File: config.mk
export PLATFORM = sky130hd
export DESIGN_NAME = ltc2387_acq_seq_flat
export DESIGN_NICKNAME = d
export VERILOG_FILES = /design/src/rtl/ltc2387_pkg.sv /design/src/rtl/ltc2387_acq_seq_if.sv /design/src/rtl/ltc2387_out_fifo.sv /design/src/rtl/ltc2387_acq_seq.sv /design/src/flat_wrapper.sv
export SDC_FILE = /design/constraint.sdc
export NUM_CORES = 1
export LEC_CHECK = 0
export CAP_MARGIN = 20
export CELL_PAD_IN_SITES_DETAIL_PLACEMENT = 1
export CELL_PAD_IN_SITES_GLOBAL_PLACEMENT = 1
export CORE_ASPECT_RATIO = 1.5
export CORE_MARGIN = 5
export CORE_UTILIZATION = 45
export CTS_CLUSTER_SIZE = 10
export DETAILED_ROUTE_END_ITERATION = 6
export PLACE_DENSITY_LB_ADDON = 0.1
export SKIP_LAST_GASP = 1
export SLEW_MARGIN = 0
export SYNTH_ARGS = -nofsm -noshare
export SYNTH_HDL_FRONTEND = slang
export SYNTH_HIERARCHICAL = 1
export SYNTH_SLANG_ARGS = --single-unit
File: constraint.sdc
create_clock -name sys_clk_int -period 3.7 [get_ports sys_clk_int]
set_clock_uncertainty 0.05 [all_clocks]
set_input_delay 0.74 -clock sys_clk_int [delete_from_list [all_inputs] [get_ports sys_clk_int]]
set_output_delay 0.74 -clock sys_clk_int [all_outputs]
set_load 0.02 [all_outputs]
File: src/rtl/ltc2387_pkg.sv
// Shared types and default constants for the LTC2387 acquisition sequencer.
package ltc2387_pkg;
   localparam int ADC_WIDTH_DEF  = 18;
   localparam int MIN_PERIOD_DEF = 13;

   typedef enum logic [1:0] {
      MODE_IDLE   = 2'b00,
      MODE_SINGLE = 2'b01,
      MODE_BURST  = 2'b10,
      MODE_CONT   = 2'b11
   } acq_mode_e;

   typedef enum logic [1:0] {
      ST_IDLE,
      ST_TRIG,
      ST_WAIT_DATA,
      ST_GAP
   } acq_state_e;
endpackage

File: src/rtl/ltc2387_acq_seq_if.sv
// Output sample stream (valid/ready) from the acquisition sequencer.
interface ltc2387_acq_seq_if
   import ltc2387_pkg::*;
#(
   parameter int ADC_WIDTH = ADC_WIDTH_DEF
);
   logic [ADC_WIDTH-1:0] m_data;
   logic                 m_valid;
   logic                 m_ready;
   logic                 m_last;

   modport master (output m_data, m_valid, m_last, input m_ready);
   modport slave  (input m_data, m_valid, m_last, output m_ready);
endinterface

File: src/rtl/ltc2387_out_fifo.sv
// Two-entry output FIFO; a push into a full FIFO is dropped unless a pop frees a slot that cycle.
module ltc2387_out_fifo
   import ltc2387_pkg::*;
#(
   parameter int W = ADC_WIDTH_DEF
)(
   input  logic         clk,
   input  logic         rst_n,
   input  logic         push,
   input  logic [W-1:0] push_data,
   input  logic         push_last,
   input  logic         pop_ready,
   output logic [W-1:0] out_data,
   output logic         out_valid,
   output logic         out_last,
   output logic         drop
);
   logic [1:0][W:0] mem_q;
   logic            rd_q, wr_q;
   logic [1:0]      cnt_q;
   logic            pop, push_ok;

   assign out_valid = (cnt_q != 2'd0);
   assign pop       = out_valid && pop_ready;
   assign push_ok   = push && ((cnt_q != 2'd2) || pop);
   assign drop      = push && !push_ok;
   // Gate outputs when empty so stale entries never show on the bus.
   assign out_data  = out_valid ? mem_q[rd_q][W-1:0] : '0;
   assign out_last  = out_valid && mem_q[rd_q][W];

   always_ff @(posedge clk or negedge rst_n) begin
      if (!rst_n) begin
         mem_q <= '0;
         rd_q  <= 1'b0;
         wr_q  <= 1'b0;
         cnt_q <= 2'd0;
      end else begin
         if (push_ok) begin
            mem_q[wr_q] <= {push_last, push_data};
            wr_q        <= ~wr_q;
         end
         if (pop)
            rd_q <= ~rd_q;
         if (push_ok && !pop)
            cnt_q <= cnt_q + 2'd1;
         else if (pop && !push_ok)
            cnt_q <= cnt_q - 2'd1;
      end
   end
endmodule

File: src/rtl/ltc2387_acq_seq.sv
// Acquisition sequencer: paces ADC triggers, averages 2^k samples per word, streams words out.
module ltc2387_acq_seq
   import ltc2387_pkg::*;
#(
   parameter int ADC_WIDTH    = ADC_WIDTH_DEF,
   parameter int PERIOD_WIDTH = 16,
   parameter int MIN_PERIOD   = MIN_PERIOD_DEF,
   parameter int AVG_LOG2_MAX = 4,
   parameter int TIMEOUT_CYC  = 1024
)(
   input  logic                    sys_clk_int,
   input  logic                    reset_int_n,
   input  logic [1:0]              mode,
   input  logic                    start,
   input  logic                    stop,
   input  logic [PERIOD_WIDTH-1:0] period,
   input  logic [PERIOD_WIDTH-1:0] burst_len,
   input  logic [2:0]              avg_log2,
   output logic                    trig_int,
   input  logic [ADC_WIDTH-1:0]    adc_data_out,
   input  logic                    adc_data_valid,
   ltc2387_acq_seq_if.master       m_out,
   output logic                    busy,
   output logic                    overrun,
   output logic                    timeout_err
);
   localparam int ACC_W = ADC_WIDTH + AVG_LOG2_MAX;
   localparam int CNT_W = AVG_LOG2_MAX + 1;
   localparam int TO_W  = $clog2(TIMEOUT_CYC + 1);
   localparam logic [PERIOD_WIDTH-1:0] P_ONE = PERIOD_WIDTH'(1);

   acq_state_e              state_q, state_d;
   acq_mode_e               mode_q;
   logic [PERIOD_WIDTH-1:0] period_q, burst_q, pcnt_q, words_q;
   logic [2:0]              k_q;
   logic [ACC_W-1:0]        acc_q, acc_sum;
   logic [CNT_W-1:0]        cnt_q, cnt_inc;
   logic [TO_W-1:0]         tcnt_q;
   logic                    push_vld, push_last_q;
   logic [ADC_WIDTH-1:0]    push_data_q;
   logic                    start_ok, sample, word_done, run_done, timed_out, fifo_drop;

   assign start_ok  = start && !stop && (state_q == ST_IDLE) && (mode != 2'b00);
   assign sample    = (state_q == ST_WAIT_DATA) && adc_data_valid;
   assign acc_sum   = acc_q + {{AVG_LOG2_MAX{adc_data_out[ADC_WIDTH-1]}}, adc_data_out};
   assign cnt_inc   = cnt_q + CNT_W'(1);
   assign word_done = sample && (cnt_inc == (CNT_W'(1) << k_q));
   assign run_done  = word_done && ((mode_q == MODE_SINGLE) ||
                      ((mode_q == MODE_BURST) && (words_q + P_ONE == burst_q)));
   assign timed_out = (state_q == ST_WAIT_DATA) && !adc_data_valid &&
                      (tcnt_q >= TO_W'(TIMEOUT_CYC));

   assign trig_int = (state_q == ST_TRIG);
   assign busy     = (state_q != ST_IDLE);

   always_ff @(posedge sys_clk_int or negedge reset_int_n) begin
      if (!reset_int_n) state_q <= ST_IDLE;
      else              state_q <= state_d;
   end

   always_comb begin
      state_d = state_q;
      if (stop) state_d = ST_IDLE;
      else begin
         unique case (state_q)
            ST_IDLE:      if (start_ok) state_d = ST_TRIG;
            ST_TRIG:      state_d = ST_WAIT_DATA;
            ST_WAIT_DATA: if (timed_out)   state_d = ST_IDLE;
                          else if (sample) state_d = run_done ? ST_IDLE : ST_GAP;
            // Leave one cycle early so the next trigger lands exactly one period later.
            ST_GAP:       if (pcnt_q <= P_ONE) state_d = ST_TRIG;
            default:      state_d = ST_IDLE;
         endcase
      end
   end

   // Run configuration, clamped once at start.
   always_ff @(posedge sys_clk_int or negedge reset_int_n) begin
      if (!reset_int_n) begin
         mode_q   <= MODE_IDLE;
         period_q <= '0;
         burst_q  <= '0;
         k_q      <= '0;
      end else if (start_ok) begin
         mode_q   <= acq_mode_e'(mode);
         period_q <= (period < PERIOD_WIDTH'(MIN_PERIOD)) ? PERIOD_WIDTH'(MIN_PERIOD) : period;
         burst_q  <= (burst_len == '0) ? P_ONE : burst_len;
         k_q      <= (avg_log2 > 3'(AVG_LOG2_MAX)) ? 3'(AVG_LOG2_MAX) : avg_log2;
      end
   end

   always_ff @(posedge sys_clk_int or negedge reset_int_n) begin
      if (!reset_int_n) begin
         pcnt_q  <= '0;
         tcnt_q  <= '0;
         acc_q   <= '0;
         cnt_q   <= '0;
         words_q <= '0;
      end else begin
         if (state_q == ST_TRIG)  pcnt_q <= period_q - P_ONE;
         else if (pcnt_q != '0)   pcnt_q <= pcnt_q - P_ONE;

         if (state_q == ST_TRIG)           tcnt_q <= TO_W'(1);
         else if (state_q == ST_WAIT_DATA) tcnt_q <= tcnt_q + TO_W'(1);

         if (stop || timed_out || start_ok || word_done) begin
            acc_q <= '0;
            cnt_q <= '0;
         end else if (sample) begin
            acc_q <= acc_sum;
            cnt_q <= cnt_inc;
         end

         if (start_ok)       words_q <= '0;
         else if (word_done) words_q <= words_q + P_ONE;
      end
   end

   // Completed word is registered here and pushed into the FIFO the following cycle.
   always_ff @(posedge sys_clk_int or negedge reset_int_n) begin
      if (!reset_int_n) begin
         push_vld    <= 1'b0;
         push_data_q <= '0;
         push_last_q <= 1'b0;
         overrun     <= 1'b0;
         timeout_err <= 1'b0;
      end else begin
         push_vld <= word_done;
         if (word_done) begin
            push_data_q <= ADC_WIDTH'($signed(acc_sum) >>> k_q);
            push_last_q <= run_done;
         end
         overrun <= fifo_drop || (overrun && !start_ok);
         if (start_ok)       timeout_err <= 1'b0;
         else if (timed_out) timeout_err <= 1'b1;
      end
   end

   ltc2387_out_fifo #(.W(ADC_WIDTH)) u_fifo (
      .clk       (sys_clk_int),
      .rst_n     (reset_int_n),
      .push      (push_vld),
      .push_data (push_data_q),
      .push_last (push_last_q),
      .pop_ready (m_out.m_ready),
      .out_data  (m_out.m_data),
      .out_valid (m_out.m_valid),
      .out_last  (m_out.m_last),
      .drop      (fifo_drop)
   );
endmodule

File: src/flat_wrapper.sv
// flat-port wrapper written by rule: the top's interface ports become plain ports
module ltc2387_acq_seq_flat import ltc2387_pkg::*;
#(
   parameter int ADC_WIDTH    = ADC_WIDTH_DEF,
   parameter int PERIOD_WIDTH = 16,
   parameter int MIN_PERIOD   = MIN_PERIOD_DEF,
   parameter int AVG_LOG2_MAX = 4,
   parameter int TIMEOUT_CYC  = 1024
)
  (sys_clk_int, reset_int_n, mode, start, stop, period, burst_len, avg_log2, trig_int, adc_data_out, adc_data_valid, busy, overrun, timeout_err, m_out_m_data, m_out_m_valid, m_out_m_last, m_out_m_ready);
  ltc2387_acq_seq_if #(.ADC_WIDTH(ADC_WIDTH)) m_out_i ();
  input  logic sys_clk_int;
  input  logic reset_int_n;
  input  logic [1:0] mode;
  input  logic start;
  input  logic stop;
  input  logic [PERIOD_WIDTH-1:0] period;
  input  logic [PERIOD_WIDTH-1:0] burst_len;
  input  logic [2:0] avg_log2;
  output logic trig_int;
  input  logic [ADC_WIDTH-1:0] adc_data_out;
  input  logic adc_data_valid;
  output logic busy;
  output logic overrun;
  output logic timeout_err;
  output wire logic [$bits(m_out_i.m_data)-1:0] m_out_m_data;
  output wire logic [$bits(m_out_i.m_valid)-1:0] m_out_m_valid;
  output wire logic [$bits(m_out_i.m_last)-1:0] m_out_m_last;
  input wire logic [$bits(m_out_i.m_ready)-1:0] m_out_m_ready;
  assign m_out_m_data = m_out_i.m_data;
  assign m_out_m_valid = m_out_i.m_valid;
  assign m_out_m_last = m_out_i.m_last;
  assign m_out_i.m_ready = m_out_m_ready;
  ltc2387_acq_seq #(.ADC_WIDTH(ADC_WIDTH), .PERIOD_WIDTH(PERIOD_WIDTH), .MIN_PERIOD(MIN_PERIOD), .AVG_LOG2_MAX(AVG_LOG2_MAX), .TIMEOUT_CYC(TIMEOUT_CYC)) u_core (.sys_clk_int(sys_clk_int), .reset_int_n(reset_int_n), .mode(mode), .start(start), .stop(stop), .period(period), .burst_len(burst_len), .avg_log2(avg_log2), .trig_int(trig_int), .adc_data_out(adc_data_out), .adc_data_valid(adc_data_valid), .m_out(m_out_i), .busy(busy), .overrun(overrun), .timeout_err(timeout_err));
endmodule
======== After elaboration in Yosys (flattened, before gate mapping) ========
Index checks and enable logic that the tools add are counted.
storage, ports and cells
  input bits .............................. 61
  register bits ........................... 173
cells by class
  equality and inequality tests ........... 11
  add/sub/neg operators ................... 8
  bitwise operators ....................... 2
  shifts and indexed selects .............. 2
  multiplexer cells ....................... 30
  $lt $le $gt $ge ......................... 7
  reductions and logical operators ........ 41
operators with widths
  operator                 count
  $mux W16                 6
  $mux W19                 3
  $mux W22                 2
  $bwmux W38               1
  $sub A16 B1 Y16 const B  2
  $add A22 B22 Y22         1
  $mux W11                 2
  $sshr A22 B3 Y18         1
  $demux W19 S1            1
  $mux W18                 1
  $reduce_bool A2 Y1       9
  $logic_and A1 B1 Y1      17
  $add A16 B1 Y16 const B  1
  $eq A16 B16 Y1           1
  $le A16 B1 Y1 const B    1
  $logic_not A16 Y1        1
  $lt A16 B4 Y1 const B    1
  $mux W2                  8
  $reduce_bool A16 Y1      1
  $add A11 B1 Y11 const B  1
  $ge A11 B11 Y1 const B   1
  $mux W5                  2
  $pmux W2 S4              1
  $eq A2 B2 Y1 const B     3
  19 further kinds         33

======== Depth between registers and ports, before layout ========
  depth in word-level cells ............... 10
  mapped depth ............................ 11

======== By module ========
Netlist, hierarchy kept.
by module, submodules not included
  module            cells each  times used  sequential area each (sq um)  area an instance (sq um)
  ltc2387_acq_seq   984         1           3278.1                        8428.1
  ltc2387_out_fifo  141         1           1051.0                        1969.4

======== Worst setup path before layout ========
No wires, ideal clock.
  kind .................................... input-to-reg
  from .................................... input port adc_data_out[0]
  to ...................................... register u_core.push_data_q[10]
  setup time .............................. 0.125 ns
  path slack .............................. 0.151 ns
  cell stages on the path ................. 11
  arrival time ............................ 3.374 ns
  path through ............................ ha_1 inv_1 fa_1 nand2b_1 a21oi_1 o21ai_0 o311ai_0 xor2_1 mux2_2 mux4_2 mux2_4
between the ends
  longest elaborated chain between the ends .. 2
RTL lines
  what                  RTL line                source
  from (decl)           flat_wrapper.sv:21      input logic [ADC_WIDTH-1:0] adc_data_out;
  $add A22 B22 Y22      ltc2387_acq_seq.sv:45   assign acc_sum = acc_q + {{AVG_LOG2_MAX{adc_data_out[ADC_WIDTH-1]}}, adc_data_out};
  $sshr A22 B3 Y18      ltc2387_acq_seq.sv:130  push_data_q <= ADC_WIDTH'($signed(acc_sum) >>> k_q);
  to (signal assigned)  ltc2387_acq_seq.sv:130
  to (decl)             ltc2387_acq_seq.sv:40   logic [ADC_WIDTH-1:0] push_data_q;
Every way passes these cells.
A chain may end at the register's enable or synchronous reset.

======== Final worst setup path ========
  from .................................... input port adc_data_out[1]
  to ...................................... register u_core.push_data_q[10]
The elaborated chain is that of the path after synthesis.

==> flow_summary.ini <==
[status]
outcome = complete, no violations

[critical_path]
max_stage_delay_ns = 0.57
path_max_fanout = 4
worst-r2r-cell-count = 9
setup.worst_path.start_class = input port
crit_chain = clkdlybuf4s50_1 -> buf_4 -> ha_1 -> a211oi_1 -> o21a_1 -> or4_4 -> nand2_1 -> a311oi_1 -> buf_4 -> mux2_2 -> mux4_2 -> mux2_4
criticalPathCategory = in2reg
arrival_ns = 3.81
required_ns = 3.98
critPathSlowestCell = or4_4
critPathCaptureType = flop
worst_path_most_repeated_cell = buf_4

[cells_and_area]
fillers = 2648
instances_no_fill = 1542
antenna_cells = 0
drive_gt1_share_pct = 14.4
postLayoutCoreUtil_pct = 54.8
synthToLayoutAreaGrowth_pct = 20.7
nets = 1344
stdcell_area_um2 = 12600

[synth]
synth-warning-count = 6
synthArstFlopShare_pct = 100
synth_top_flop_cell = dfrtp_1
avgSynthCellArea_um2 = 9.24
synth_area_um2 = 10400
synthCells = 1125
synth_cell_type_count = 74
synth-edff-count = 0
synth-seq-cells = 173
synth-seq-area-share_pct = 41.6
syn_nets = 1219

[timing]
fin_setup_tns_ns = 0
tightest_slew_ns = 0.928
slew_viol_final = 0
timing.slew.headroom_pct = 38.2
period_minus_slack_ns = 3.53
max_freq_mhz = 283
setup_viol = 0
finalHoldViolCount = 0
min_period_over_period_pct = 95.4
rsz0062_at_grt = no

[drt]
vias_per_cell = 5.69
drtAntennaViolNets = 0
drtIter0Drc = 429
num_vias = 8767
finalWirelength_um = 29100
drt-pass1-iter-count = 4
post_drt_wl_per_cell_um = 18.9
drcViolationCount = 0

[placed_design]
io_buffers = 84
dp_cells = 1511
dp_hpwl_um = 21900
placed_cell_area_um2 = 12000
place_congestion = 0.890

[power_and_ir_drop]
total_power_w = 0.00811
p_sw_share_pct = 38.5
power_density_nw_per_um2 = 646
combPwrFrac_pct = 39.4
p_leak_nw = 5.67
clkPwrFrac_pct = 22.4
power.switching_w = 0.00312
intPower_w = 0.00499
p_seq_share_pct = 38.3
peakVddDrop_v = 0.000408

[die]
row_count = 68
initial_core_util_pct = 45.4
die_height_um = 196
die_x_um = 134
dieArea_um2 = 26300
core_um2 = 22900
ios = 85

[global_route]
grt_max_degree = 95
antenna_found_initial = 1
grt-ovfl-total = 0
grt_pass1_vias = 9452
grt.total_usage_pct = 22.9
grt_pass1_wl_um = 48200

[clocking]
cts_buffer_depth = 2
hold_buffers = 0
worstSkewPairLatency_ns = 0.44
clock-root-buffer = clkbuf_16
clkSinkCount = 173
path_clk_slew_ns = 0.07
post_cts_buffers = 0
cts_made_buffers = 17
cts_tree = done
cts-htree-levels = 4

[flow_run]
cap_violations = 0

[min_path]
hold_class = in2async
## layout make-up
type / count / area, um2 / area share, %
well taps: 280 / 350 / 2.79
clock inverters: 14 / 160 / 1.28
inverters: 29 / 109 / 0.867
multi-input cells: 867 / 5740 / 45.7
repair buffers: 162 / 1440 / 11.5
clock buffers: 17 / 425 / 3.39
flip-flops and latches: 173 / 4330 / 34.5
## cell usage after synthesis (23+ instances only)
cell	count	area share, %
a21oi_1	61	2.9
clkbuf_1	45	1.6
dfrtp_1	173	42
ha_1	32	3.9
inv_1	27	0.97
mux2_2	41	4.4
mux2i_1	36	3.5
nand2_1	178	6.4
nor2_1	112	4.0
nor4_1	23	1.4
o21ai_0	42	2.0
xnor2_1	47	4.0
xor2_1	44	3.7
## path summary, 6_finish.rpt
kind,start,endpoint,slack [ns]
max in group asynchronous,reset_int_n,u_core/words_q[13],2.32
min in group sys_clk_int,u_core/period_q[0],u_core/pcnt_q[0],0.43
min,reset_int_n,u_core/acc_q[17],0.32
max reg2reg,u_core/k_q[1],u_core/push_data_q[14],0.51
max,adc_data_out[1],u_core/push_data_q[10],0.17
min reg2reg,u_core/period_q[0],u_core/pcnt_q[0],0.43
## stage by stage
stage               setup WS (ns)  hold WS [ns]
floorplan                   0.151         0.383
global placement           -0.400         0.413
detailed placement         -0.476         0.414
CTS                        0.0816         0.381
global route               0.0516         0.414
finish                      0.169         0.316
## critical path, delay by kind of cell
family	cells	cell delay [ns]
multiplexers	3	1.00
buffers and inverters	3	0.73
AND/OR/NAND/NOR	2	0.66
AO/OA/AOI/OAI	3	0.37
adder cells (fa/ha/maj)	1	0.29
## power by group through the flow
stage	Combinational [W]	Clock [W]	Sequential [W]
after CTS	0.00323	0.00186	0.00310
after global routing	0.00353	0.00194	0.00318
after global placement	0.00310	0	0.00308
after detailed placement	0.00319	0	0.00313
after floorplan	0.00225	0	0.00286
final	0.00319	0.00182	0.00310
## kinds of logic (layout without fill, tap and decap cells)
| group | Yosys count | count (layout) | synth area share (%) |
|---|---|---|---|
| and+or+nand+nor | 434 | 434 | 19.3 |
| AOI/OAI and AO/OA | 216 | 216 | 13.6 |
| DFF | 173 | 173 | 41.6 |
| muxes | 92 | 92 | 10.4 |
| xor gates and xnor gates | 91 | 91 | 7.67 |
| buffers and inverters | 85 | 222 | 3.38 |
| adders and majority gates | 34 | 34 | 4.14 |
## registers in the layout, summed over array words and instances, names as in the netlist, 3 cells and up
name	flops
u_core/acc_q	22
u_core/push_data_q	18
u_core/k_q	3
u_core/pcnt_q	16
u_core/period_q	16
u_core/words_q	16
u_core/cnt_q	5
u_core/u_fifo/mem_q	38
u_core/burst_q	16
u_core/tcnt_q	11
## cells in the final DEF (no fill, tap or decap), types with 16 or more instances in the layout
cell / Yosys / routed
xnor2_1: 47 / 47
mux2i_1: 36 / 36
nor4_1: 23 / 23
inv_1: 27 / 27
nand4_1: 16 / 16
xor2_1: 44 / 44
nor3_1: 19 / 19
clkdlybuf4s50_1: 0 / 83
nand2_1: 178 / 178
nand3_1: 19 / 19
clkbuf_16: 0 / 17
ha_1: 32 / 32
dfrtp_1: 173 / 173
o21ai_0: 42 / 41
a21oi_1: 61 / 60
mux2_2: 41 / 41
nor2_1: 112 / 111
buf_4: 1 / 77
## what timing repair did
item,in CTS,in global routing
cloned,0,0
gates resized for setup,1,3
endpoints found under the setup margin,1,2
pin swaps,0,0
## routing by layer
layer,track usage [%],wire length [um],up-vias,share of wire (%)
li1,-,-,4220,-
met1,25.0,11200,4347,39
met2,44.0,16100,144,55
met3,3.49,842,54,2.9
met4,8.60,928,2,3.2
met5,0,13,-,0.045
No activity file was read; power rests on OpenSTA's default activity.
